### src/rtl/fetch_sequencer.sv
// IF-stage sequencer: owns the PC, fetches words over a req/ready handshake and
// registers {pc+4, instruction, valid} at the IF/ID boundary.
module fetch_sequencer #(
  parameter int                ADDR_W   = 32,
  parameter logic [ADDR_W-1:0] RESET_PC = '0,
  parameter int                MAX_WAIT = 15
) (
  input  logic              clk,
  input  logic              rst,
  input  logic              freeze,
  input  logic              branch_taken,
  input  logic [ADDR_W-1:0] branch_addr,
  output logic              mem_req,
  output logic [ADDR_W-1:0] mem_addr,
  input  logic              mem_ready,
  input  logic [31:0]       mem_rdata,
  output logic              if_valid,
  output logic [ADDR_W-1:0] if_pc,
  output logic [31:0]       if_instr,
  output logic              fetch_err
);

  localparam int CNT_W = $clog2(MAX_WAIT + 1);

  typedef enum logic [1:0] {S_REQ, S_HOLD, S_ERR} state_t;

  state_t            state_q, state_d;
  logic [ADDR_W-1:0] pc_q, pc_d;
  logic [CNT_W-1:0]  wait_cnt_q, wait_cnt_d;
  logic              if_valid_q, if_valid_d;
  logic [ADDR_W-1:0] if_pc_q, if_pc_d;
  logic [31:0]       if_instr_q, if_instr_d;
  logic              fetch_err_q, fetch_err_d;
  logic [31:0]       hold_buf_q, hold_buf_d;
  logic [ADDR_W-1:0] pc_inc;

  assign pc_inc   = pc_q + ADDR_W'(4);
  assign mem_req  = (state_q == S_REQ);
  assign mem_addr = {pc_q[ADDR_W-1:2], 2'b00};

  assign if_valid  = if_valid_q;
  assign if_pc     = if_pc_q;
  assign if_instr  = if_instr_q;
  assign fetch_err = fetch_err_q;

  always_comb begin
    state_d     = state_q;
    pc_d        = pc_q;
    wait_cnt_d  = wait_cnt_q;
    if_valid_d  = if_valid_q;
    if_pc_d     = if_pc_q;
    if_instr_d  = if_instr_q;
    fetch_err_d = fetch_err_q;
    hold_buf_d  = hold_buf_q;

    unique case (state_q)
      S_REQ: begin
        if (branch_taken) begin
          // Redirect wins over freeze and drops any data returned this cycle.
          pc_d       = branch_addr & ~ADDR_W'(3);
          if_valid_d = 1'b0;
          hold_buf_d = '0;
          wait_cnt_d = '0;
          state_d    = S_REQ;
        end else if (mem_ready) begin
          wait_cnt_d = '0;
          if (freeze) begin
            hold_buf_d = mem_rdata;
            state_d    = S_HOLD;
          end else begin
            if_instr_d = mem_rdata;
            if_pc_d    = pc_inc;
            if_valid_d = 1'b1;
            pc_d       = pc_inc;
          end
        end else begin
          wait_cnt_d = wait_cnt_q + 1'b1;
          if (!freeze) begin
            if_valid_d = 1'b0;
          end
          if (wait_cnt_d == CNT_W'(MAX_WAIT)) begin
            state_d     = S_ERR;
            fetch_err_d = 1'b1;
          end
        end
      end

      S_HOLD: begin
        if (branch_taken) begin
          pc_d       = branch_addr & ~ADDR_W'(3);
          if_valid_d = 1'b0;
          hold_buf_d = '0;
          wait_cnt_d = '0;
          state_d    = S_REQ;
        end else if (!freeze) begin
          if_instr_d = hold_buf_q;
          if_pc_d    = pc_inc;
          if_valid_d = 1'b1;
          pc_d       = pc_inc;
          state_d    = S_REQ;
        end
      end

      S_ERR: begin
        if_valid_d  = 1'b0;
        fetch_err_d = 1'b1;
      end

      default: begin
        state_d = S_REQ;
      end
    endcase
  end

  always_ff @(posedge clk) begin
    if (rst) begin
      state_q     <= S_REQ;
      pc_q        <= RESET_PC;
      wait_cnt_q  <= '0;
      if_valid_q  <= 1'b0;
      if_pc_q     <= '0;
      if_instr_q  <= '0;
      fetch_err_q <= 1'b0;
      hold_buf_q  <= '0;
    end else begin
      state_q     <= state_d;
      pc_q        <= pc_d;
      wait_cnt_q  <= wait_cnt_d;
      if_valid_q  <= if_valid_d;
      if_pc_q     <= if_pc_d;
      if_instr_q  <= if_instr_d;
      fetch_err_q <= fetch_err_d;
      hold_buf_q  <= hold_buf_d;
    end
  end

endmodule
### config.mk
export PLATFORM = sky130hd
export DESIGN_NAME = fetch_sequencer
export DESIGN_NICKNAME = d
export VERILOG_FILES = /design/src/rtl/fetch_sequencer.sv
export SDC_FILE = /design/constraint.sdc
export NUM_CORES = 1
export LEC_CHECK = 0
export BUFFER_PORTS_ARGS = -buffer_cell sky130_fd_sc_hd__clkbuf_2
export CAP_MARGIN = 20
export CELL_PAD_IN_SITES_DETAIL_PLACEMENT = 1
export CELL_PAD_IN_SITES_GLOBAL_PLACEMENT = 1
export CORE_AREA = 2 2 139 141
export DETAILED_ROUTE_END_ITERATION = 10
export DIE_AREA = 0 0 141 143
export PLACE_DENSITY = 0.82
export SLEW_MARGIN = 0
export SYNTH_ARGS = -nofsm -noshare
export SYNTH_HDL_FRONTEND = slang
export SYNTH_SLANG_ARGS = --single-unit
### constraint.sdc
create_clock -name clk -period 2.35 [get_ports clk]
set_input_delay 0.3525 -clock clk [delete_from_list [all_inputs] [get_ports clk]]
set_output_delay 0.3525 -clock clk [all_outputs]
set_load 0.02 [all_outputs]
==> implementation parameters, run 1 <==
Parameter                              Value

Run status
  Run status ... completed

Synth
  Share of flip-flops with an asynchronous set or reset ... 0%
  Synth top area share ... 41.27%
  Synth cell types ... 55
  Syn Inst Count ... approximately 790
  Yosys warning total ... 0
  Main flop type after synthesis ... sky130_fd_sc_hd__dfxtp_1
  Library cell occupying the most area in the post-synthesis netlist ... sky130_fd_sc_hd__dfxtp_1
  Syn Area/Cell ... 8.096 sq um
  Top area cells in the synthesized netlist ... sky130_fd_sc_hd__dfxtp_1, sky130_fd_sc_hd__a211oi_1, sky130_fd_sc_hd__nor2_1
  Flops & latches, synth ... between 100 and 150
  Combined area of all synthesized cells ... 6404 sq um
  Share of synthesized area occupied by flip-flops and latches ... 41.27%
  EDFF count, synth ... 0

Setup path
  Cell breakdown of the critical path ... nand4_1 > or3_4 > or4_1 > or4_4 > o211ai_2
  Required time at the endpoint of the critical path ... ~2700 ps
  Setup slack of the worst register-to-register path ... around 84 ps
  R2r worst-path depth ... 5
  Arrival time at the worst endpoint ... 2610 ps
  Highest-delay cell along the critical path ... sky130_fd_sc_hd__or4_1
  Critical Path Source Type ... flop
  Source of the worst register-to-register timing path ... pc_q[3]
  Crit path max fanout ... 7
  Critical Path End Type ... flop
  Stage delay of the slowest cell on the critical path ... between 500 and 600 ps
  Critical path class ... reg -> reg
  Worst reg2reg endpoint ... pc_q[31]

Layout
  Post-Layout Cell Count ... 1,199
  Leading cell type in the layout, fill and taps excluded ... sky130_fd_sc_hd__clkbuf_2
  Fraction of layout instances using a drive strength above 1 ... 27.25%
  Inserted Diodes ... 0
  Area growth from synthesis to layout ... 29.25%
  Fillcell total ... 2,260
  Most used cells in the layout excluding fill and tap cells ... sky130_fd_sc_hd__clkbuf_2, sky130_fd_sc_hd__dfxtp_1, sky130_fd_sc_hd__nor2_1, sky130_fd_sc_hd__nand2_1, sky130_fd_sc_hd__a21oi_1
  Layout net count ... 1,028

Floorplan
  Die Span X ... between 100 and 150 um
  Count of standard-cell rows ... 50
  Die Area ... 20,160 sq um
  Ports placed on the boundary ... 168
  Initial core utilization ... 34.46%
  DIE HEIGHT ... 143 um
  Area inside the core boundary ... 18,580 sq um

Power and ir drop
  Max IR drop VDD ... 0.4868 mV
  Leakage power ... 3.244 nW
  Proportion of total power due to net switching ... 29.04%
  Switch Pwr ... 1.740 mW
  Internal cell power ... 4.252 mW
  Power after layout ... between 5 and 6 mW
  Register share of total power ... 41.3%
  Power share of the clock group ... 42.7%
  P per Cell Area ... 724.0 nW/um^2
  Power share of the combinational group ... 16.0%

Place
  Worst setup timing slack at the placement stage ... 103.1 ps
  Routability cong. ... 0.8837
  Sum of net half-perimeters after detailed placement ... roughly 15,000 um
  Count of buffers inserted at the top-level ports ... roughly 160
  Placed Cells ... 1,163

Timing
  Minimum period implied by the final worst setup slack ... 2266 ps
  Slew Limit Fails ... 0
  # setup viols final ... 0
  Ratio of final minimum period to clock period ... 96.42%
  Clock skew after layout ... 11.86 ps
  Rel. slew slack ... between 50% and 60%
  Peak clock frequency supported by timing ... 441.3 MHz
  Final hold viol count ... 0
  Hold Slack ... between 150 and 200 ps
  Slew at the pin closest to its max-slew limit ... approximately 630 ps
  Least setup slack across all paths after layout ... about 84 ps
  RSZ-0062 raised after global routing ... false

Routing
  Met3 wire length ... 1034 um
  DRT Wirelength ... 22,330 um
  Number of detailed-routing iterations run before antenna repair ... 4
  Number of antenna-violating nets in the routed design ... 0
  Met2 layer wire length in the routed design ... 11,040 um
  Final routed DRC violation total ... 0
  Vias after detailed routing ... 6,586
  Per-cell routed wire length ... roughly 19 um
  Per-cell via count in the routed design ... 5.493
  Wire length on met1 ... 9763 um
  DRT iter0 DRCs ... 360
  Highest metal layer with signal wires ... met4

Clock tree
  H-tree depth ... 4
  Clock transition at the register clock pins on the worst setup and hold paths after CTS ... approximately 60 ps
  Root buffer cell ... sky130_fd_sc_hd__clkbuf_16
  Clock latency of the later-clocked register in the worst-skew pair ... 410 ps
  CTS tree ... yes
  Num CTS Buffers ... 17
  Clock tree buffer depth ... 2
  Sink Count ... 132

Worst hold path
  Worst-case hold path end point ... hold_buf_q[9]
  Worst hold path class ... in -> reg
  Source of the worst hold timing path ... mem_rdata[9]
  Hold path depth ... 3

Global route
  Maximum number of pins on one net before global-route repair ... 91
  Initial antenna violation count ... 0
  Via count of the first global-routing pass ... 6,500
  Total congestion overflow after global routing ... 0
  GRT Total Usage ... 21.24%
  First-pass GRT wire length ... 34,000 um

Job
  Number of maximum-capacitance constraint violations ... 0
==> state kept, by name (all words and copies together) (netlist names) <==
signal / flops
hold_buf_q: 32
if_instr: 32
if_pc: 30
pc_q: 30
wait_cnt_q: 4
state_q: 2
fetch_err: 1
if_valid: 1
==> layer usage <==
layer | GRT usage (%) | vias to the layer above
met5 | 0 | -
met4 | 8.368 | 0
met3 | 4.494 | 30
met2 | 35.84 | 172
met1 | 26.63 | 3197
li1 | - | 3187
==> how the worst max path moves through the flow <==
stage,start,to
after floorplan,pc_q[3],pc_q[31]
after global placement,pc_q[3],pc_q[31]
after detailed placement,pc_q[3],pc_q[30]
after CTS,pc_q[3],pc_q[30]
after global routing,state_q[1],if_pc[5]
final,pc_q[3],pc_q[31]
==> cell families after synthesis <==
kind of cell               share of synthesized area (%)
other                                            0.05856
DFF                                                41.27
xor gates and xnor gates                           2.872
adders and majority gates                          1.368
AOI/OAI and AO/OA                                  20.22
muxes                                              5.784
buffers and inverters                              5.256
and+or+nand+nor                                    23.17
==> cells in the mapped netlist, types with 5 or more instances <==
library cell and count:
sky130_fd_sc_hd__nor4_1 12, sky130_fd_sc_hd__xor2_1 10, sky130_fd_sc_hd__o31ai_1 5, sky130_fd_sc_hd__nand2_1 70
sky130_fd_sc_hd__a31oi_1 7, sky130_fd_sc_hd__and3_1 10, sky130_fd_sc_hd__nand3_1 54, sky130_fd_sc_hd__a211oi_1 59
sky130_fd_sc_hd__clkbuf_1 57, sky130_fd_sc_hd__o21ai_0 22, sky130_fd_sc_hd__buf_1 8, sky130_fd_sc_hd__a21oi_1 60
sky130_fd_sc_hd__a22oi_1 6, sky130_fd_sc_hd__buf_4 5, sky130_fd_sc_hd__and4_1 5, sky130_fd_sc_hd__or4_1 6
sky130_fd_sc_hd__xnor2_1 11, sky130_fd_sc_hd__ha_1 7, sky130_fd_sc_hd__nand2b_1 8, sky130_fd_sc_hd__nand4_1 12
sky130_fd_sc_hd__mux2i_1 37, sky130_fd_sc_hd__nor3_1 21, sky130_fd_sc_hd__inv_1 12, sky130_fd_sc_hd__dfxtp_1 132
sky130_fd_sc_hd__nor2_1 101
==> area by class of cell <==
class	instances	area, sq um	area share (%)
Inverter	12	45.04	0.5442
Sequential cell	132	2648	31.99
Clock buffer	21	470.5	5.684
Timing Repair Buffer	211	1234	14.91
Multi-Input combinational cell	578	3485	42.10
Tap cell	234	292.8	3.537
Clock inverter	11	102.6	1.240
==> repair_timing <==
| item | 4_1_cts | 5_1_grt |
|---|---|---|
| buffers inserted | 0 | 2 |
| hold buffers | 0 | 0 |
| endpoints found under the setup margin | 0 | 45 |
| hold endpoints to repair | 0 | 0 |
| resized for setup | 0 | 5 |
==> per-stage QoR <==
stage	TNS, ps	cell area, sq um	util, %
global placement	0	7641	41.12
detailed placement	0	7641	41.12
CTS	0	8214	44.21
finish	0	8277	44.55
floorplan	-31.27	6424	-
global route	0	8277	44.55
==> power groups by stage <==
stage          Sequential, mW  Combinational [mW]  Clock [mW]
2_1_floorplan            2.61               0.464           0
3_3_place_gp             2.51               0.917           0
3_5_place_dp             2.52               0.940           0
4_1_cts                  2.47               0.946        2.64
5_1_grt                  2.49                1.04        2.73
6_report                 2.47               0.959        2.56
==> critical path: cells and delay by family, from the launching register on <==
family / cells / cell delay, ps
AND/OR/NAND/NOR: 4 / 1610
flip-flops: 1 / 450
AO/OA/AOI/OAI: 1 / 140
No activity file was read; power rests on OpenSTA's default activity.
==> run 2, diff against run 1 <==
- REMOVE_ABC_BUFFERS: default -> 1
==> run 2 against run 1 <==
Sequential cell count is the same. First-iteration DRC count rose by 21%. Maximum frequency increased by 2.0%. Count of clock-buffer cells in the layout is 3 lower. Cell area grew 2.3%. Register-to-register slack improved by 50 ps. Die area unchanged. Utilization rose by 1.0 points. Final cell count up 0.92%. Critical path type unchanged.
==> implementation parameters, run 2 (synthesis results as in run 1) <==
Parameter                              Value

Global route
  Total congestion overflow after global routing ... 0 (unchanged)
  Maximum number of pins on one net before global-route repair ... 74 (was 91)
  Initial antenna violation count ... 3 (was 0)
  Via count of the first global-routing pass ... 6,599 (was 6,500)
  First-pass GRT wire length ... 34,740 um (was 34,000 um)
  GRT Total Usage ... 21.76% (was 21.24%)

Timing
  Rel. slew slack ... 54.12% (was 58.04%)
  Minimum period implied by the final worst setup slack ... 2221 ps (was 2266 ps)
  Peak clock frequency supported by timing ... 450.3 MHz (was 441.3 MHz)
  Slew Limit Fails ... 0 (unchanged)
  Hold Slack ... 175.2 ps (was 183.8 ps)
  Slew at the pin closest to its max-slew limit ... 688.2 ps (was 627.1 ps)
  RSZ-0062 raised after global routing ... false (unchanged)
  # setup viols final ... 0 (unchanged)
  Clock skew after layout ... 6.884 ps (was 11.86 ps)
  Final hold viol count ... 0 (unchanged)
  Ratio of final minimum period to clock period ... 94.49% (was 96.42%)

Setup path
  Critical Path End Type ... flop (unchanged)
  Critical path class ... reg -> reg (unchanged)
  Required time at the endpoint of the critical path ... 2700 ps (was 2690 ps)
  Crit path max fanout ... 5 (was 7)
  Critical Path Source Type ... flop (unchanged)
  Arrival time at the worst endpoint ... 2570 ps (was 2610 ps)

Floorplan
  Count of standard-cell rows ... 50 (unchanged)
  Die Span X ... 141 um (unchanged)
  DIE HEIGHT ... 143 um (unchanged)
  Initial core utilization ... 34.46% (unchanged)
  Ports placed on the boundary ... 168 (unchanged)
  Die Area ... 20,160 sq um (unchanged)
  Area inside the core boundary ... 18,580 sq um (unchanged)

Routing
  Number of detailed-routing iterations run before antenna repair ... 5 (was 4)
  DRT Wirelength ... 21,870 um (was 22,330 um)
  DRT iter0 DRCs ... 434 (was 360)
  Vias after detailed routing ... 6,653 (was 6,586)
  Per-cell routed wire length ... 18.07 um (was 18.63 um)
  Final routed DRC violation total ... 0 (unchanged)
  Per-cell via count in the routed design ... 5.498 (was 5.493)
  Number of antenna-violating nets in the routed design ... 0 (unchanged)

Layout
  Leading cell type in the layout, fill and taps excluded ... sky130_fd_sc_hd__clkbuf_2 (unchanged)
  Layout net count ... 1,037 (was 1,028)
  Fillcell total ... 2,251 (was 2,260)
  Fraction of layout instances using a drive strength above 1 ... 27.72% (was 27.25%)
  Area growth from synthesis to layout ... 32.16% (was 29.25%)
  Most used cells in the layout excluding fill and tap cells ... sky130_fd_sc_hd__clkbuf_2, sky130_fd_sc_hd__dfxtp_1, sky130_fd_sc_hd__nor2_1, sky130_fd_sc_hd__nand2_1, sky130_fd_sc_hd__a21oi_1 (unchanged)
  Design area ... 8463 sq um (was 8277 sq um)

Clock tree
  Clock transition at the register clock pins on the worst setup and hold paths after CTS ... 60 ps (about the same)
  Num CTS Buffers ... 17 (unchanged)
  Clock latency of the later-clocked register in the worst-skew pair ... 430 ps (was 410 ps)
  Root buffer cell ... sky130_fd_sc_hd__clkbuf_16 (unchanged)
  Hold_buf cts ... 0 (unchanged)
  Sink Count ... 132 (unchanged)
  H-tree depth ... 4 (unchanged)
  CTS tree ... yes (unchanged)
  Clock tree buffer depth ... 2 (unchanged)

Place
  Sum of net half-perimeters after detailed placement ... 14,810 um (was 14,820 um)
  Routability cong. ... 0.8559 (was 0.8837)
  Count of buffers inserted at the top-level ports ... 161 (unchanged)
  Cell area after placement ... 7766 sq um (was 7641 sq um)

Power and ir drop
  Max IR drop VDD ... 0.4957 mV (was 0.4868 mV)
  P per Cell Area ... 749.1 nW/um^2 (was 724.0 nW/um^2)
  Leakage power ... 3.320 nW (was 3.244 nW)
  Power after layout ... 6.340 mW (was 5.992 mW)

Run status
  Run status ... completed (unchanged)

Job
  Number of maximum-capacitance constraint violations ... 0 (unchanged)

Worst hold path
  Worst hold path class ... in -> reg (unchanged)
run 2: cell count changes in the layout (fill, tap and decap cells not counted), sizes merged:
cell      change
diode         +2
inv           +1
clkinv        -2
bufinv        +3
clkinvlp      +1
buf          +10
clkbuf        -4
run 2: metrics by stage:
stage	utilization, %	setup slack, ps	setup TNS, ps	std cells
2_1_floorplan	-	-6559	-485000	722
3_3_place_gp	41.80	158.3	0	1172
3_5_place_dp	41.80	71.36	0	1172
4_1_cts	45.29	33.42	0	1204
5_1_grt	45.54	8.891	0	1209
6_report	45.55	129.5	0	1210
run 2: repair_timing:
action,CTS,global route
buffers inserted,0,4
pin swaps,0,2
setup endpoints to repair,2,9
resized for setup,1,3
run 2: worst max-delay path, stage by stage (launching register included):
cell and delay (ps):
sky130_fd_sc_hd__dfxtp_1 430, sky130_fd_sc_hd__nand4_1 260, sky130_fd_sc_hd__buf_4 240, sky130_fd_sc_hd__nor4_2 420
sky130_fd_sc_hd__nand4_1 240, sky130_fd_sc_hd__or4_1 460, sky130_fd_sc_hd__o211ai_1 90
run 2: cell type report:
cell class	instances	area (sq um)	area share (%)
Multi-Input combinational cell	578	3485	41.17
Sequential cell	132	2643	31.22
Timing Repair Buffer	220	1351	15.97
Clock buffer	18	439.2	5.189
Tap cell	234	292.8	3.459
Clock inverter	14	202.7	2.395
Inverter	12	45.04	0.5322
Antenna cell	2	5.005	0.05914
run 2: worst paths after layout:
check | startpoint | end | slack [ps] | depth (start not counted)
worst min-delay path | mem_rdata[1] | hold_buf_q[1] | 180 | 3
worst max register to register | pc_q[13] | pc_q[28] | 130 | 6
worst min register to register | hold_buf_q[21] | hold_buf_q[21] | 450 | 2
worst max-delay path | pc_q[13] | pc_q[28] | 130 | 6
run 2: power breakdown:
group	total (mW)	internal (mW)	switching [mW]
logic	0.979	0.366	0.613
registers	2.46	2.36	0.0992
clock network	2.90	1.82	1.08
total	6.34	4.54	1.80
run 2: metal layers:
layer	up-vias	wire [um]	global-route usage, %
li1	3208	-	-
met1	3234	9652	27.50
met2	170	10610	35.92
met3	39	1066	5.030
met4	2	530	9.000
met5	-	12	0
==> run 3, diff against run 2 <==
==> constraint.sdc (replaced) <==
create_clock -name clk -period 2.35 [get_ports clk]
set_input_delay 0.1175 -clock clk [delete_from_list [all_inputs] [get_ports clk]]
set_output_delay 0.1175 -clock clk [all_outputs]
set_load 0.02 [all_outputs]
==> run 3 against run 2 <==
Utilization increased by 1.4 points. Count of clock-buffer cells in the layout up 3. Routed wire length increased by 3.8%. Sequential power is essentially flat. Final cell count up 2.4%. Global-route usage increased by 0.72 points. Largest cell class unchanged. Cell area increased by 3.0%. Die area did not move. Sequential cell count did not move. Combinational power rose by 4%. First-iteration DRC count down 29%. Register-to-register slack got worse by 20 ps. Highest routed layer is now met4.
==> implementation parameters, run 3 (synthesis results as in run 1) <==
Parameter                              Value

Routing
  Number of antenna-violating nets in the routed design ... 0 (unchanged)
  Per-cell routed wire length ... 18.31 um (was 18.07 um)
  Final routed DRC violation total ... 0 (unchanged)
  Per-cell via count in the routed design ... 5.546 (was 5.498)
  DRT Wirelength ... 22,690 um (was 21,870 um)
  Number of detailed-routing iterations run before antenna repair ... 4 (was 5)
  DRT iter0 DRCs ... 310 (was 434)
  Vias after detailed routing ... 6,872 (was 6,653)

Global route
  Via count of the first global-routing pass ... 6,982 (was 6,599)
  Initial antenna violation count ... 1 (was 3)
  First-pass GRT wire length ... 36,120 um (was 34,740 um)
  Total congestion overflow after global routing ... 0 (unchanged)
  GRT Total Usage ... 22.48% (was 21.76%)
  Maximum number of pins on one net before global-route repair ... 84 (was 74)

Layout
  Area occupied by multi-input gates ... 3491 sq um (was 3485 sq um)
  Layout net count ... 1,069 (was 1,037)
  Area growth from synthesis to layout ... 36.17% (was 32.16%)
  Post-Layout Cell Count ... 1,239 (was 1,210)
  Fraction of layout instances using a drive strength above 1 ... 26.29% (was 27.72%)
  Leading cell type in the layout, fill and taps excluded ... sky130_fd_sc_hd__clkbuf_2 (unchanged)
  Post-layout util ... 46.93% (was 45.55%)
  Fillcell total ... 2,225 (was 2,251)
  Most used cells in the layout excluding fill and tap cells ... sky130_fd_sc_hd__clkbuf_2, sky130_fd_sc_hd__dfxtp_1, sky130_fd_sc_hd__nor2_1, sky130_fd_sc_hd__nand2_1, sky130_fd_sc_hd__a21oi_1 (unchanged)
  Area of all sequential standard cells ... 2644 sq um (was 2643 sq um)

Place
  Sum of net half-perimeters after detailed placement ... 14,840 um (was 14,810 um)
  Worst setup timing slack at the placement stage ... 62.94 ps (was 71.36 ps)
  Routability cong. ... 0.8313 (was 0.8559)
  Placed Cells ... 1,169 (was 1,172)
  Count of buffers inserted at the top-level ports ... 161 (unchanged)

Run status
  Run status ... completed (unchanged)

Clock tree
  Sink Count ... 132 (unchanged)
  Clock latency of the later-clocked register in the worst-skew pair ... 420 ps (was 430 ps)
  H-tree depth ... 4 (unchanged)
  Num CTS Buffers ... 17 (unchanged)
  CTS tree ... yes (unchanged)
  Clock transition at the register clock pins on the worst setup and hold paths after CTS ... 60 ps (about the same)
  Root buffer cell ... sky130_fd_sc_hd__clkbuf_16 (unchanged)
  Clock tree buffer depth ... 2 (unchanged)

Timing
  # setup viols final ... 0 (unchanged)
  Setup TNS Final ... 0 ps (unchanged)
  Ratio of final minimum period to clock period ... 95.19% (was 94.49%)
  Slew Limit Fails ... 0 (unchanged)
  Clock skew after layout ... 6.840 ps (was 6.884 ps)
  Rel. slew slack ... 57.31% (was 54.12%)
  Slew at the pin closest to its max-slew limit ... 635.5 ps (was 688.2 ps)
  Peak clock frequency supported by timing ... 447.0 MHz (was 450.3 MHz)
  Final hold viol count ... 0 (unchanged)
  Minimum period implied by the final worst setup slack ... 2237 ps (was 2221 ps)
  Least setup slack across all paths after layout ... 113.1 ps (was 129.5 ps)

Power and ir drop
  Leakage power ... 3.424 nW (was 3.320 nW)
  P per Cell Area ... 701.7 nW/um^2 (was 749.1 nW/um^2)
  Power after layout ... 6.119 mW (was 6.340 mW)
  Max IR drop VDD ... 0.5189 mV (was 0.4957 mV)

Setup path
  Setup slack of the worst register-to-register path ... 110 ps (was 130 ps)
  Critical Path Source Type ... flop (unchanged)
  Source of the worst register-to-register timing path ... state_q[0] (was pc_q[13])
  Critical path class ... reg -> reg (unchanged)
  Source of the critical timing path ... state_q[0] (was pc_q[13])
  Crit path max fanout ... 6 (was 5)
  R2r worst-path depth ... 7 (was 6)
  Required time at the endpoint of the critical path ... 2690 ps (was 2700 ps)
  Arrival time at the worst endpoint ... 2580 ps (was 2570 ps)
  Endpoint of the worst setup timing path ... pc_q[31] (was pc_q[28])
  Critical Path End Type ... flop (unchanged)
  Worst reg2reg endpoint ... pc_q[31] (was pc_q[28])

Job
  Number of maximum-capacitance constraint violations ... 0 (unchanged)

Floorplan
  Ports placed on the boundary ... 168 (unchanged)
  Count of standard-cell rows ... 50 (unchanged)
  DIE HEIGHT ... 143 um (unchanged)
  Area inside the core boundary ... 18,580 sq um (unchanged)
  Die Area ... 20,160 sq um (unchanged)
  Die Span X ... 141 um (unchanged)
  Initial core utilization ... 34.46% (unchanged)

Worst hold path
  Worst hold path class ... in -> reg (unchanged)
==> run 3: changes by cell type in the layout (fill, tap and decap cells not counted), moves of 2 or more <==
cell / previous run / this run
sky130_fd_sc_hd__clkinv_2: 0 / 3
sky130_fd_sc_hd__inv_6: 2 / 0
sky130_fd_sc_hd__bufinv_16: 4 / 2
sky130_fd_sc_hd__dlygate4sd3_1: 0 / 36
sky130_fd_sc_hd__clkinv_4: 4 / 0
sky130_fd_sc_hd__clkbuf_8: 1 / 3
sky130_fd_sc_hd__buf_4: 52 / 49
==> run 3: worst min-delay path by stage <==
stage	startpoint	endpoint	slack (ps)	depth (start not counted)
2_1_floorplan	rst	hold_buf_q[0]	190	1
3_3_place_gp	mem_rdata[12]	hold_buf_q[12]	370	3
3_5_place_dp	mem_rdata[9]	hold_buf_q[9]	380	3
4_1_cts	branch_addr[11]	pc_q[11]	10	3
5_1_grt	branch_addr[11]	pc_q[11]	7	3
6_report	branch_addr[11]	pc_q[11]	30	3
==> run 3: critical path, stage by stage (launching register included) <==
cell and delay (ps):
sky130_fd_sc_hd__dfxtp_1 400, sky130_fd_sc_hd__inv_1 110, sky130_fd_sc_hd__ha_1 290, sky130_fd_sc_hd__nor3b_2 220, sky130_fd_sc_hd__a211oi_4 250, sky130_fd_sc_hd__nand2_2 170, sky130_fd_sc_hd__or4_4 550, sky130_fd_sc_hd__o211ai_2 160
==> run 3: area by class of cell <==
cell class / count / area share (%)
Antenna cell: 1 / 0.02870
Clock inverter: 9 / 1.205
Clock buffer: 21 / 5.395
Sequential cell: 132 / 30.32
Inverter: 12 / 0.5166
Multi-Input combinational cell: 578 / 40.03
Tap cell: 234 / 3.358
Timing Repair Buffer: 252 / 19.14
==> run 3: metrics by stage <==
step                      hold WS [ps]  cell area (sq um)
after floorplan                  186.6               6123
after global placement           370.8               7731
after detailed placement         378.2               7731
after CTS                        14.08               8673
after global routing             7.486               8720
final                            25.91               8720
==> run 3: timing repair <==
item,4_1_cts,5_1_grt
hold endpoints to repair,36,0
hold buffers,36,0
endpoints found under the setup margin,2,18
pin swaps,0,1
buffers inserted,0,3
gates resized for setup,1,5
==> run 3: power by group <==
group | internal (mW) | leakage [nW] | total (mW) | switching [mW]
registers | 2.36 | 1.08 | 2.47 | 0.102
logic | 0.397 | 2.07 | 1.02 | 0.627
clock network | 1.63 | 0.273 | 2.63 | 1.00
total | 4.39 | 3.42 | 6.12 | 1.73
==> run 3: layer usage <==
layer	share of wire (%)	track usage [%]	up-vias
met4	3.9	10.11	0
met2	50	38.74	160
li1	-	-	3270
met1	43	27.31	3380
met5	0	0	-
met3	3.5	4.292	62
